`config.mk`:
```
export PLATFORM = sky130hd
export DESIGN_NAME = cpu_control_flat
export DESIGN_NICKNAME = d
export VERILOG_FILES = /design/src/rtl/cpu_pkg.sv /design/src/rtl/cpu_control_if.sv /design/src/rtl/cpu_control.sv /design/src/flat_wrapper.sv
export SDC_FILE = /design/constraint.sdc
export NUM_CORES = 1
export LEC_CHECK = 0
export ABC_CLOCK_PERIOD_IN_PS = 2090
export CORE_MARGIN = 2
export CORE_UTILIZATION = 43
export DETAILED_ROUTE_END_ITERATION = 8
export HOLD_SLACK_MARGIN = 0.06
export PLACE_DENSITY = 0.79
export SYNTH_ARGS = -nofsm -noshare
export SYNTH_HDL_FRONTEND = slang
export SYNTH_SLANG_ARGS = --single-unit
```
`constraint.sdc`:
```
create_clock -name clk -period 2.09 [get_ports clk]
set_clock_uncertainty 0.1 [all_clocks]
set_input_delay 0.3135 -clock clk [delete_from_list [all_inputs] [get_ports clk]]
set_output_delay 0.3135 -clock clk [all_outputs]
set_load 0.03 [all_outputs]
```
`src/rtl/cpu_pkg.sv`:
```
// Shared CPU types: the ALU operation encoding seen on the control/ALU boundary.
package cpu_pkg;
   typedef enum logic [2:0] {
      OP_ADD  = 3'd0,
      OP_SUB  = 3'd1,
      OP_NOR  = 3'd2,
      OP_NAND = 3'd3,
      OP_XOR  = 3'd4,
      OP_XNOR = 3'd5
   } Operation;
endpackage

```
`src/rtl/cpu_control_if.sv`:
```
// Bus bundle of the control unit: enable, program ROM, data memory, ALU and status.
interface cpu_control_if;
   logic                _iEnable;
   logic [7:0]          _oPAddr;
   logic [15:0]         _iPData;
   logic [7:0]          _oDAddr;
   logic                _oDRead;
   logic [7:0]          _iDData;
   logic                _oDWrite;
   logic [7:0]          _oDData;
   logic [7:0]          _oAluA;
   logic [7:0]          _oAluB;
   logic                _oAluC;
   cpu_pkg::Operation   _oAluOp;
   logic [7:0]          _iAluResult;
   logic                _iAluCarry;
   logic                _iAluZero;
   logic                _iAluNeg;
   logic [7:0]          _oAcc;
   logic                _oFlagC;
   logic                _oFlagZ;
   logic                _oFlagN;
   logic                _oHalted;

   modport master (
      input  _iEnable, _iPData, _iDData, _iAluResult, _iAluCarry, _iAluZero, _iAluNeg,
      output _oPAddr, _oDAddr, _oDRead, _oDWrite, _oDData, _oAluA, _oAluB, _oAluC,
             _oAluOp, _oAcc, _oFlagC, _oFlagZ, _oFlagN, _oHalted
   );

   modport slave (
      output _iEnable, _iPData, _iDData, _iAluResult, _iAluCarry, _iAluZero, _iAluNeg,
      input  _oPAddr, _oDAddr, _oDRead, _oDWrite, _oDData, _oAluA, _oAluB, _oAluC,
             _oAluOp, _oAcc, _oFlagC, _oFlagZ, _oFlagN, _oHalted
   );
endinterface

```
`src/rtl/cpu_control.sv`:
```
// Multi-cycle FETCH/DECODE/EXECUTE control unit for the 8-bit CPU; drives the ALU
// and owns PC, IR, accumulator and flags.
module cpu_control
   import cpu_pkg::*;
(
   input  logic          clk,
   input  logic          reset,
   cpu_control_if.master bus
);
   typedef enum logic [1:0] {S_FETCH, S_DECODE, S_EXEC, S_HALT} state_t;

   state_t      state_q, state_d;
   logic [7:0]  pc_q, pc_d, acc_q, acc_d;
   logic [15:0] ir_q, ir_d;
   logic        c_q, c_d, z_q, z_d, n_q, n_d;
   logic [3:0]  opc_ir, opc_rom;
   logic [7:0]  operand, d_addr;
   logic        d_read, d_write, alu_c, taken, en;
   Operation    alu_op;

   // Instructions whose operand may come from data memory (LDA and the ALU ops).
   function automatic logic mem_operand(input logic [3:0] opc, input logic imm);
      return !imm && (opc == 4'h1 || (opc >= 4'h3 && opc <= 4'hA));
   endfunction

   assign en      = bus._iEnable;
   assign opc_ir  = ir_q[15:12];
   assign opc_rom = bus._iPData[15:12];
   assign operand = ir_q[8] ? ir_q[7:0] : bus._iDData;

   always_comb begin
      state_d = state_q;
      pc_d    = pc_q;
      ir_d    = ir_q;
      acc_d   = acc_q;
      c_d     = c_q;
      z_d     = z_q;
      n_d     = n_q;
      d_addr  = ir_q[7:0];
      d_read  = 1'b0;
      d_write = 1'b0;
      alu_op  = OP_ADD;
      alu_c   = 1'b0;
      taken   = 1'b0;
      case (state_q)
         S_FETCH: if (en) state_d = S_DECODE;
         S_DECODE: begin
            d_addr = bus._iPData[7:0];
            d_read = mem_operand(opc_rom, bus._iPData[8]);
            if (en) begin
               ir_d    = bus._iPData;
               state_d = (opc_rom == 4'hF) ? S_HALT : S_EXEC;
            end
         end
         S_EXEC: begin
            d_read  = mem_operand(opc_ir, ir_q[8]);
            d_write = en && (opc_ir == 4'h2);
            case (opc_ir)
               4'h4:    alu_op = OP_SUB;
               4'h5:    alu_c  = c_q;
               4'h6:    begin alu_op = OP_SUB; alu_c = c_q; end
               4'h7:    alu_op = OP_NOR;
               4'h8:    alu_op = OP_NAND;
               4'h9:    alu_op = OP_XOR;
               4'hA:    alu_op = OP_XNOR;
               4'hB:    taken  = 1'b1;
               4'hC:    taken  = z_q;
               4'hD:    taken  = c_q;
               4'hE:    taken  = n_q;
               default: ;
            endcase
            if (en) begin
               state_d = S_FETCH;
               pc_d    = taken ? ir_q[7:0] : pc_q + 8'd1;
               if (opc_ir == 4'h1) begin
                  acc_d = operand;
                  z_d   = (operand == 8'd0);
                  n_d   = operand[7];
               end else if (opc_ir >= 4'h3 && opc_ir <= 4'hA) begin
                  acc_d = bus._iAluResult;
                  c_d   = bus._iAluCarry;
                  z_d   = bus._iAluZero;
                  n_d   = bus._iAluNeg;
               end
            end
         end
         default: ;
      endcase
   end

   always_ff @(posedge clk or posedge reset) begin
      if (reset) begin
         state_q <= S_FETCH;
         pc_q    <= 8'd0;
         ir_q    <= 16'd0;
         acc_q   <= 8'd0;
         c_q     <= 1'b0;
         z_q     <= 1'b0;
         n_q     <= 1'b0;
      end else begin
         state_q <= state_d;
         pc_q    <= pc_d;
         ir_q    <= ir_d;
         acc_q   <= acc_d;
         c_q     <= c_d;
         z_q     <= z_d;
         n_q     <= n_d;
      end
   end

   assign bus._oPAddr  = pc_q;
   assign bus._oDAddr  = d_addr;
   assign bus._oDRead  = d_read;
   assign bus._oDWrite = d_write;
   assign bus._oDData  = acc_q;
   assign bus._oAluA   = acc_q;
   assign bus._oAluB   = operand;
   assign bus._oAluC   = alu_c;
   assign bus._oAluOp  = alu_op;
   assign bus._oAcc    = acc_q;
   assign bus._oFlagC  = c_q;
   assign bus._oFlagZ  = z_q;
   assign bus._oFlagN  = n_q;
   assign bus._oHalted = (state_q == S_HALT);
endmodule

```
`src/flat_wrapper.sv`:
```
// flat-port wrapper written by rule: the top's interface ports become plain ports
module cpu_control_flat import cpu_pkg::*;
  (clk, reset, bus__iEnable, bus__iPData, bus__iDData, bus__iAluResult, bus__iAluCarry, bus__iAluZero, bus__iAluNeg, bus__oPAddr, bus__oDAddr, bus__oDRead, bus__oDWrite, bus__oDData, bus__oAluA, bus__oAluB, bus__oAluC, bus__oAluOp, bus__oAcc, bus__oFlagC, bus__oFlagZ, bus__oFlagN, bus__oHalted);
  cpu_control_if bus_i ();
  input  logic clk;
  input  logic reset;
  input wire logic [$bits(bus_i._iEnable)-1:0] bus__iEnable;
  input wire logic [$bits(bus_i._iPData)-1:0] bus__iPData;
  input wire logic [$bits(bus_i._iDData)-1:0] bus__iDData;
  input wire logic [$bits(bus_i._iAluResult)-1:0] bus__iAluResult;
  input wire logic [$bits(bus_i._iAluCarry)-1:0] bus__iAluCarry;
  input wire logic [$bits(bus_i._iAluZero)-1:0] bus__iAluZero;
  input wire logic [$bits(bus_i._iAluNeg)-1:0] bus__iAluNeg;
  output wire logic [$bits(bus_i._oPAddr)-1:0] bus__oPAddr;
  output wire logic [$bits(bus_i._oDAddr)-1:0] bus__oDAddr;
  output wire logic [$bits(bus_i._oDRead)-1:0] bus__oDRead;
  output wire logic [$bits(bus_i._oDWrite)-1:0] bus__oDWrite;
  output wire logic [$bits(bus_i._oDData)-1:0] bus__oDData;
  output wire logic [$bits(bus_i._oAluA)-1:0] bus__oAluA;
  output wire logic [$bits(bus_i._oAluB)-1:0] bus__oAluB;
  output wire logic [$bits(bus_i._oAluC)-1:0] bus__oAluC;
  output wire logic [$bits(bus_i._oAluOp)-1:0] bus__oAluOp;
  output wire logic [$bits(bus_i._oAcc)-1:0] bus__oAcc;
  output wire logic [$bits(bus_i._oFlagC)-1:0] bus__oFlagC;
  output wire logic [$bits(bus_i._oFlagZ)-1:0] bus__oFlagZ;
  output wire logic [$bits(bus_i._oFlagN)-1:0] bus__oFlagN;
  output wire logic [$bits(bus_i._oHalted)-1:0] bus__oHalted;
  assign bus_i._iEnable = bus__iEnable;
  assign bus_i._iPData = bus__iPData;
  assign bus_i._iDData = bus__iDData;
  assign bus_i._iAluResult = bus__iAluResult;
  assign bus_i._iAluCarry = bus__iAluCarry;
  assign bus_i._iAluZero = bus__iAluZero;
  assign bus_i._iAluNeg = bus__iAluNeg;
  assign bus__oPAddr = bus_i._oPAddr;
  assign bus__oDAddr = bus_i._oDAddr;
  assign bus__oDRead = bus_i._oDRead;
  assign bus__oDWrite = bus_i._oDWrite;
  assign bus__oDData = bus_i._oDData;
  assign bus__oAluA = bus_i._oAluA;
  assign bus__oAluB = bus_i._oAluB;
  assign bus__oAluC = bus_i._oAluC;
  assign bus__oAluOp = bus_i._oAluOp;
  assign bus__oAcc = bus_i._oAcc;
  assign bus__oFlagC = bus_i._oFlagC;
  assign bus__oFlagZ = bus_i._oFlagZ;
  assign bus__oFlagN = bus_i._oFlagN;
  assign bus__oHalted = bus_i._oHalted;
  cpu_control u_core (.clk(clk), .reset(reset), .bus(bus_i));
endmodule
```
Word level (Yosys, flattened, before mapping)
Cells that the tools add are included.
Widths: inputs -> output; s select.
{ "classes": {"addsub": 1, "n_eq_ne": 21, "magnitude_cmp": 4, "mux": 22, "n_bitwise": 1, "reduce_logical": 20} }
{ "ops": {"columns": ["operator", "n"], "rows": [
  ["$mux 8", 5],
  ["$eq 4x4->1 const B", 8],
  ["$eq 4x3->1 const B", 4],
  ["$pmux 3 s5", 1],
  ["$mux 1", 9],
  ["$add 8x1->8 const B", 1],
  ["$eq 4x1->1 const B", 2],
  ["$ge 4x2->1 const B", 2],
  ["$le 4x4->1 const B", 2],
  ["$logic_not 8->1", 1],
  ["$reduce_and 4->1", 2],
  ["$mux 2", 3],
  ["$ne 2x2->1 const B", 3],
  ["$pmux 2 s3", 1],
  ["$logic_and 1x1->1", 5],
  ["$eq 2x2->1 const B", 2],
  ["$eq 4x2->1 const B", 1],
  ["$pmux 1 s4", 1],
  ["$reduce_and 2->1", 2],
  ["$reduce_or 2->1", 2],
  ["$mux 3", 1],
  ["$reduce_and 3->1", 1],
  ["$reduce_bool 3->1", 1],
  ["$eq 2x1->1 const B", 1],
  ["6 further kinds", 8]
]} }
{ "totals": {"wordCells": 76, "inputBits": 38, "out_inout_bits": 58, "regBits": 37} }

Logic depth before layout (Yosys ltp)
Gate-level depths: netlist of the first run.
{ "logic_depth": {"word_depth": 5, "depth_mapped": 7, "mapped_depth_nobuf": 6} }

Worst setup path before layout of the first run
Ideal clock, no wire load.
{ "synth_timing": {"kind": "register to output", "from": "reg u_core.state_q[0]", "to": "out bus__oDWrite", "slack_ps": 164, "path_stages_with_launch": 6, "n_path_buf": 1, "arrival_time_ps": 1512, "cell_sequence": "dfrtp_1 > inv_1 > ha_1 > and2_1 > clkbuf_1 > and4_1"} }
{ "synth_between": {"elab_chain_len": 2} }
{ "synth_lines": {"columns": ["item", "line", "text"], "rows": [
  ["from (decl)", "cpu_control.sv:12", "state_t state_q, state_d;"],
  ["from (signal assigned)", "cpu_control.sv:101", "state_q <= state_d;"],
  ["$eq 2x2->1", "cpu_control.sv:45", "case (state_q)"],
  ["$mux 1", "cpu_control.sv:45", null],
  ["to (decl)", "flat_wrapper.sv:17", "output wire logic [$bits(bus_i._oDWrite)-1:0] bus__oDWrite;"]
]} }
No other way between the ends.

Final worst setup path of the first run
{ "layout_timing": {"from": "reg u_core.ir_q[14]", "to": "out bus__oDRead"} }
{ "layout_between": {"elab_chain_len": 5, "word_cells_on_any_way": 7, "cone_classes": "2 x order compare; 1 x eq/ne; 1 x mux; 3 x reduce/logical"} }
{ "layout_lines": {"columns": ["item", "line", "text"], "rows": [
  ["from (decl)", "cpu_control.sv:14", "logic [15:0] ir_q, ir_d;"],
  ["from (signal assigned)", "cpu_control.sv:103", "ir_q <= ir_d;"],
  ["$ge 4x2->1 or $le 4x4->1 (tied branches)", "cpu_control.sv:23", "return !imm && (opc == 4'h1 || (opc >= 4'h3 && opc <= 4'hA));"],
  ["$logic_and 1x1->1", "cpu_control.sv:23", null],
  ["$logic_or 1x1->1 (*)", "cpu_control.sv:23", null],
  ["$logic_and 1x1->1 (*)", "cpu_control.sv:23", null],
  ["$pmux 1 s2 (*)", "cpu_control.sv:45", null],
  ["to (decl)", "flat_wrapper.sv:16", "output wire logic [$bits(bus_i._oDRead)-1:0] bus__oDRead;"]
]} }
Every way passes the cells marked *; elsewhere a longest branch is shown, timed or not.

==> results of run 1 <==
-- power groups by stage --
stage | combinational (mW) | clock (mW) | sequential, mW
2_1_floorplan | 2.34 | 0 | 1.57
4_1_cts | 3.80 | 0.471 | 1.39
6_report | 3.87 | 0.457 | 1.41
5_1_grt | 4.14 | 0.498 | 1.48
3_5_place_dp | 3.80 | 0 | 1.41
3_3_place_gp | 3.73 | 0 | 1.40
-- final timing paths --
check,start,to,slack [ns],cells past startpoint
setup / recovery,u_core.ir_q[14],bus__oDRead,0.04,6
hold / removal,reset,u_core.ir_q[3],0.33,3
setup reg to reg,u_core.ir_q[14],u_core.bus._oFlagZ,0.14,5
hold reg to reg,u_core.bus._oAcc[3],u_core.bus._oAcc[3],0.44,2
max in group asynchronous,reset,u_core.ir_q[14],1.23,3
min in group clk,u_core.bus._oAcc[3],u_core.bus._oAcc[3],0.44,2
-- layout make-up --
class	count	area share
Clock buffer	7	0.0229
Inverter	8	0.00975
Multi-Input combinational cell	161	0.373
Sequential cell	34	0.256
Tap cell	70	0.0262
Timing Repair Buffer	114	0.313
-- metal layers --
metal | share of wire | vias up | wire length, um
met2 | 0.50 | 62 | 2910
li1 | - | 986 | -
met5 | 0 | - | 0
met3 | 0.054 | 7 | 319
met4 | 0.011 | 0 | 65
met1 | 0.44 | 973 | 2570
-- critical path: cells and delay by family, from the launching register on --
family | cells | cell delay, ns
flops | 1 | 0.49
simple gates | 3 | 0.48
compound gates | 2 | 0.21
buf+inv | 1 | 0.16
-- kinds of logic (layout without fill, tap and decap cells) --
family / after synthesis / after routing / share of synthesized area
adders and majority gates: 5 / 5 / 0.0279
buffers and inverters: 36 / 129 / 0.0975
muxes: 43 / 43 / 0.208
DFF: 34 / 34 / 0.379
AOI/OAI and AO/OA: 40 / 40 / 0.120
xor gates and xnor gates: 3 / 3 / 0.0117
and+or+nand+nor: 70 / 70 / 0.157
-- synthesized netlist by cell type (2+ instances only) --
master,n
nand2_1,22
buf_1,2
and3_1,4
xnor2_1,2
o21ai_1,7
o31ai_1,3
o21ai_0,2
and2_1,2
nand4_1,3
nor2b_1,2
a2bb2oi_1,6
nor3_1,4
mux2i_1,14
buf_4,16
a21oi_1,12
dfrtp_1,34
ha_1,5
o22ai_1,2
nor3b_1,4
buf_2,6
nand3_1,5
buf_6,2
nor2_1,16
mux2_2,29
inv_1,7
-- metrics by stage --
stage | utilization | hold WS, ns
5_1_grt | 0.658 | 0.395
3_3_place_gp | 0.625 | 0.407
4_1_cts | 0.645 | 0.345
6_report | 0.658 | 0.330
2_1_floorplan | - | 0.355
3_5_place_dp | 0.625 | 0.423
-- flip-flops by register name (all words and copies together) (netlist names) --
name                flops
u_core.ir_q            13
u_core.bus._oAcc        8
u_core.bus._oPAddr      8
u_core.state_q          2
u_core.bus._oFlagC      1
u_core.bus._oFlagN      1
u_core.bus._oFlagZ      1
-- what timing repair did --
| action | in CTS | in global routing |
|---|---|---|
| endpoints found under the setup margin | 21 | 10 |
| resized for setup | 52 | 17 |
| buffers inserted | 5 | 1 |
| pin swaps | 1 | 1 |
| hold endpoints to repair | 0 | 0 |
==> results.py, run 1 <==
metrics = {
    "outcome": {
        "status": "finished clean",
    },
    "synth": {
        "synth_area_leader_cell": "dfrtp_1",
        "synth_nets": 274,
        "postSynthAreaPerCell_um2": 9.72,
        "ys.flop_type": "dfrtp_1",
        "syn_area_um2": 2250,
        "ys_ff_latch": 34,
        "yosys.cell_types.count": 45,
        "seq_area_frac_synth": 0.379,
        "synth_top_cell_area_share": 0.379,
        "synth_area_leaders": "dfrtp_1 38%, mux2_2 15%, mux2i_1 6.2%, buf_4 5.3%, nand2_1 3.7%",
        "ys_warn_count": 0,
        "synth-async-reset-ratio": 1.00,
        "syn_inst": 231,
        "synth_edf_count": 0,
    },
    "clock_network": {
        "cts.sinks": 34,
        "root_buffer": "clkbuf_8",
        "clk_pin_slew_worst_paths_ns": 0.07,
        "cts_hold_buffers": 0,
        "cts_max_level": 2,
        "ctsLongestPathBuffers": 2,
        "cts_tree": "built",
        "cts_made_buffers": 5,
        "clk_latency_ns": 0.28,
    },
    "detailed_routing": {
        "routed_wl_um": 5860,
        "wl_per_cell_um": 14.9,
        "ant_nets": 0,
        "vias_per_cell": 5.15,
        "vias": 2028,
        "drtIter0Drc": 81,
        "drc": 0,
        "drtPass1Iterations": 4,
    },
    "finish": {
        "final.fill_count": 450,
        "stdcell_count": 394,
        "num_antenna_cells": 0,
        "multi_input_area_um2": 1240,
        "final_cell_mix": "70 x clkdlybuf4s50_1, 31 x dfrtp_1, 29 x mux2_2",
        "fin_area_um2": 3340,
        "drive_gt1_frac": 0.269,
        "mostFrequentLayoutCell": "clkdlybuf4s50_1",
        "nets": 367,
        "seq_area_um2": 855,
        "area_growth_pct": 48.6,
    },
    "place": {
        "dpl.hpwl_um": 4410,
        "io_buffers": 92,
        "post-place-ws_ns": -0.0342,
        "placed_area_um2": 3170,
        "gp_congestion": 0.813,
        "dp_cells": 381,
    },
    "worst_setup_path": {
        "start_kind": "flip-flop",
        "cp_slowest_stage_delay_ns": 0.49,
        "slowest_stage": "dfrtp_2",
        "cp.arrival_ns": 1.64,
        "crit_chain": "or3_4, o21ai_2, nor3b_4, a21oi_1, nor2b_1, buf_4",
        "worst_setup_path_end_kind": "output port",
        "cp.required_ns": 1.68,
        "path_max_fanout": 11,
        "worstSetupPathType": "flip-flop to output port",
    },
    "sta": {
        "post-route-period-util": 0.980,
        "post-route-min-period_ns": 2.05,
        "setup_tns_ns": 0,
        "rsz0062_at_grt": "yes",
        "slew_headroom": 0.595,
        "worst_slew_pin_slew_ns": 0.607,
        "max_freq_mhz": 488,
        "finalSetupViolations": 0,
        "hold_viol_final": 0,
        "fin_ws_ns": 0.0408,
        "drv_slew": 0,
    },
    "power": {
        "seq_power_share": 0.246,
        "p_per_area_nw_per_um2": 1720,
        "p_int_mw": 2.98,
        "p_sw_mw": 2.76,
        "combPwrFrac": 0.675,
        "switching_share": 0.481,
        "pwr-share-clk": 0.080,
        "p_leak_nw": 1.45,
        "total_power_mw": 5.74,
        "ir_drop_mv": 0.729,
    },
    "global_route": {
        "gr-max-usage-layer": "met2",
        "grt_pass1_vias": 2015,
        "grtUsageMet1": 0.262,
        "grt_pass1_wl_um": 9750,
        "use_met2": 0.361,
        "grt_start_max_net_pins": 35,
        "met3_usage": 0.0498,
        "antenna_found_initial": 0,
        "grt_util_all_layers": 0.208,
        "overflow": 0,
    },
    "die": {
        "io_pins": 96,
        "coreArea_um2": 5070,
        "initial_core_util": 0.443,
        "die-area_um2": 5820,
        "placementRows": 26,
        "die_x_um": 76.3,
        "die_h_um": 76.3,
    },
    "min_path": {
        "hp-class": "primary input to asynchronous set/reset pin",
    },
    "job": {
        "maxCapViolCount": 0,
    },
}
Power figures use the tool's default switching activity.
==> inputs of run 2 (changes only) <==
- CELL_PAD_IN_SITES_DETAIL_PLACEMENT: not set -> 1
- CELL_PAD_IN_SITES_GLOBAL_PLACEMENT: not set -> 2
- CORE_UTILIZATION: 43 -> 25
- CTS_CLUSTER_DIAMETER: not set -> 80
==> run 2 against run 1 <==
Wire length grew 17%; final cell count grew 11%; critical path depth grew 1; combinational power increased by 4%; sequential power shrank 3%; sequential share of layout area fell by 0.71 points; via count barely moved; critical path type unchanged; critical endpoint unchanged.
==> results.py, run 2 (same netlist as run 1, synthesis figures left out) <==
metrics = {
    "outcome": {
        "status": "finished clean",
    },
    "die": {
        "placementRows": 34,
        "coreArea_um2": 8720,
        "die_x_um": 98.8,
        "initial_core_util": 0.258,
        "die-area_um2": 9760,
        "io_pins": 96,
        "die_h_um": 98.8,
    },
    "global_route": {
        "antenna_found_initial": 0,
        "grt_start_max_net_pins": 35,
        "grt_util_all_layers": 0.139,
        "grt_pass1_wl_um": 10900,
        "overflow": 0,
        "grt_pass1_vias": 2097,
    },
    "min_path": {
        "hp-class": "primary input to asynchronous set/reset pin",
    },
    "finish": {
        "drive_gt1_frac": 0.293,
        "final_cell_mix": "69 x clkdlybuf4s50_1, 33 x buf_4, 30 x dfrtp_1",
        "fin_area_um2": 3440,
        "num_antenna_cells": 0,
        "area_growth_pct": 53.1,
        "mostFrequentLayoutCell": "clkdlybuf4s50_1",
        "nets": 370,
        "largest_reg_flops": 13,
        "top_register": "u_core.ir_q",
    },
    "worst_setup_path": {
        "cp.required_ns": 1.68,
        "crit_chain": "inv_2, ha_4, buf_6, nor3b_4, a21oi_2, nor2b_1, buf_4",
        "cp_slowest_stage_delay_ns": 0.39,
        "slowest_stage": "dfrtp_1",
        "cp.arrival_ns": 1.64,
        "path_max_fanout": 8,
        "start_kind": "flip-flop",
        "worst_setup_path_end_kind": "output port",
        "worstSetupPathType": "flip-flop to output port",
    },
    "sta": {
        "drv_slew": 0,
        "finalSetupViolations": 0,
        "post-route-period-util": 0.983,
        "rsz0062_at_grt": "yes",
        "hold_viol_final": 0,
        "worst_slew_pin_slew_ns": 0.460,
        "post-route-min-period_ns": 2.05,
        "slew_headroom": 0.693,
        "max_freq_mhz": 487,
    },
    "detailed_routing": {
        "vias_per_cell": 4.65,
        "vias": 2026,
        "drtPass1Iterations": 4,
        "wl_per_cell_um": 15.7,
        "routed_wl_um": 6850,
        "drc": 0,
        "ant_nets": 0,
        "drtIter0Drc": 64,
    },
    "clock_network": {
        "cts_made_buffers": 5,
        "cts_tree": "built",
        "cts_hold_buffers": 0,
        "cts.sinks": 34,
        "ctsLongestPathBuffers": 2,
        "clk_latency_ns": 0.29,
        "clk_pin_slew_worst_paths_ns": 0.07,
        "root_buffer": "clkbuf_8",
        "cts_max_level": 2,
    },
    "place": {
        "io_buffers": 92,
        "placed_area_um2": 3250,
        "gp_congestion": 0.759,
        "dpl.hpwl_um": 5150,
    },
    "power": {
        "total_power_mw": 5.93,
        "p_leak_nw": 1.46,
        "p_per_area_nw_per_um2": 1720,
        "ir_drop_mv": 0.433,
    },
    "job": {
        "maxCapViolCount": 0,
    },
}
==> run 2: critical path: cells and delay by family, from the launching register on <==
family,cells,cell delay (ns)
buffers and inverters,3,0.40
flip-flops,1,0.39
AND/OR/NAND/NOR,2,0.34
adder cells (fa/ha/maj),1,0.16
AO/OA/AOI/OAI,1,0.07
==> run 2: cell type report <==
cell class,instances,area [um^2]
clock buffer,7,86.3
clock inverter,1,5.00
fill,1003,5280
inverter,8,30.0
multi-input combinational,161,1230
sequential,34,856
tap,108,135
timing repair buffer,117,1100
==> run 2: report_power, final <==
part | total [mW] | internal [mW] | switching [mW] | leakage, nW
combinational | 4.03 | 1.86 | 2.17 | 1.00
clock | 0.523 | 0.266 | 0.257 | 0.0482
sequential | 1.37 | 0.984 | 0.390 | 0.409
total | 5.93 | 3.11 | 2.81 | 1.46
==> run 2: per-layer routing <==
layer	global-route usage	wire length, um	vias up
met1	0.179	3110	969
met4	0.0316	36	0
met5	0	0	-
met3	0.0262	316	5
met2	0.242	3380	57
li1	-	-	995
==> run 2: repair_timing <==
item | in CTS | in global routing
pin swaps | 1 | 1
setup endpoints to repair | 16 | 7
setup buffers | 4 | 3
cloned | 0 | 0
resized for setup | 33 | 14
==> run 2: path summary, 6_finish.rpt <==
kind	cells past startpoint	slack, ns	startpoint	end
max in group asynchronous	3	1.20	reset	u_core.ir_q[15]
max	7	0.04	u_core.state_q[1]	bus__oDRead
min	3	0.33	reset	u_core.ir_q[3]
max reg2reg	8	0.32	u_core.state_q[0]	u_core.bus._oAcc[0]
min reg2reg	2	0.43	u_core.bus._oFlagN	u_core.bus._oFlagN
min in group clk	2	0.43	u_core.bus._oFlagN	u_core.bus._oFlagN
==> run 2: per-stage QoR <==
stage               hold WS (ns)  cells   util  setup slack, ns  setup TNS (ns)
floorplan                  0.355    231      -            0.164               0
global placement           0.415    421  0.373          -0.0463          -0.223
detailed placement         0.413    421  0.373          -0.0814          -0.376
CTS                        0.361    433  0.394         -0.00192        -0.00192
global route               0.400    436  0.394          -0.0451         -0.0451
finish                     0.333    436  0.394           0.0355               0
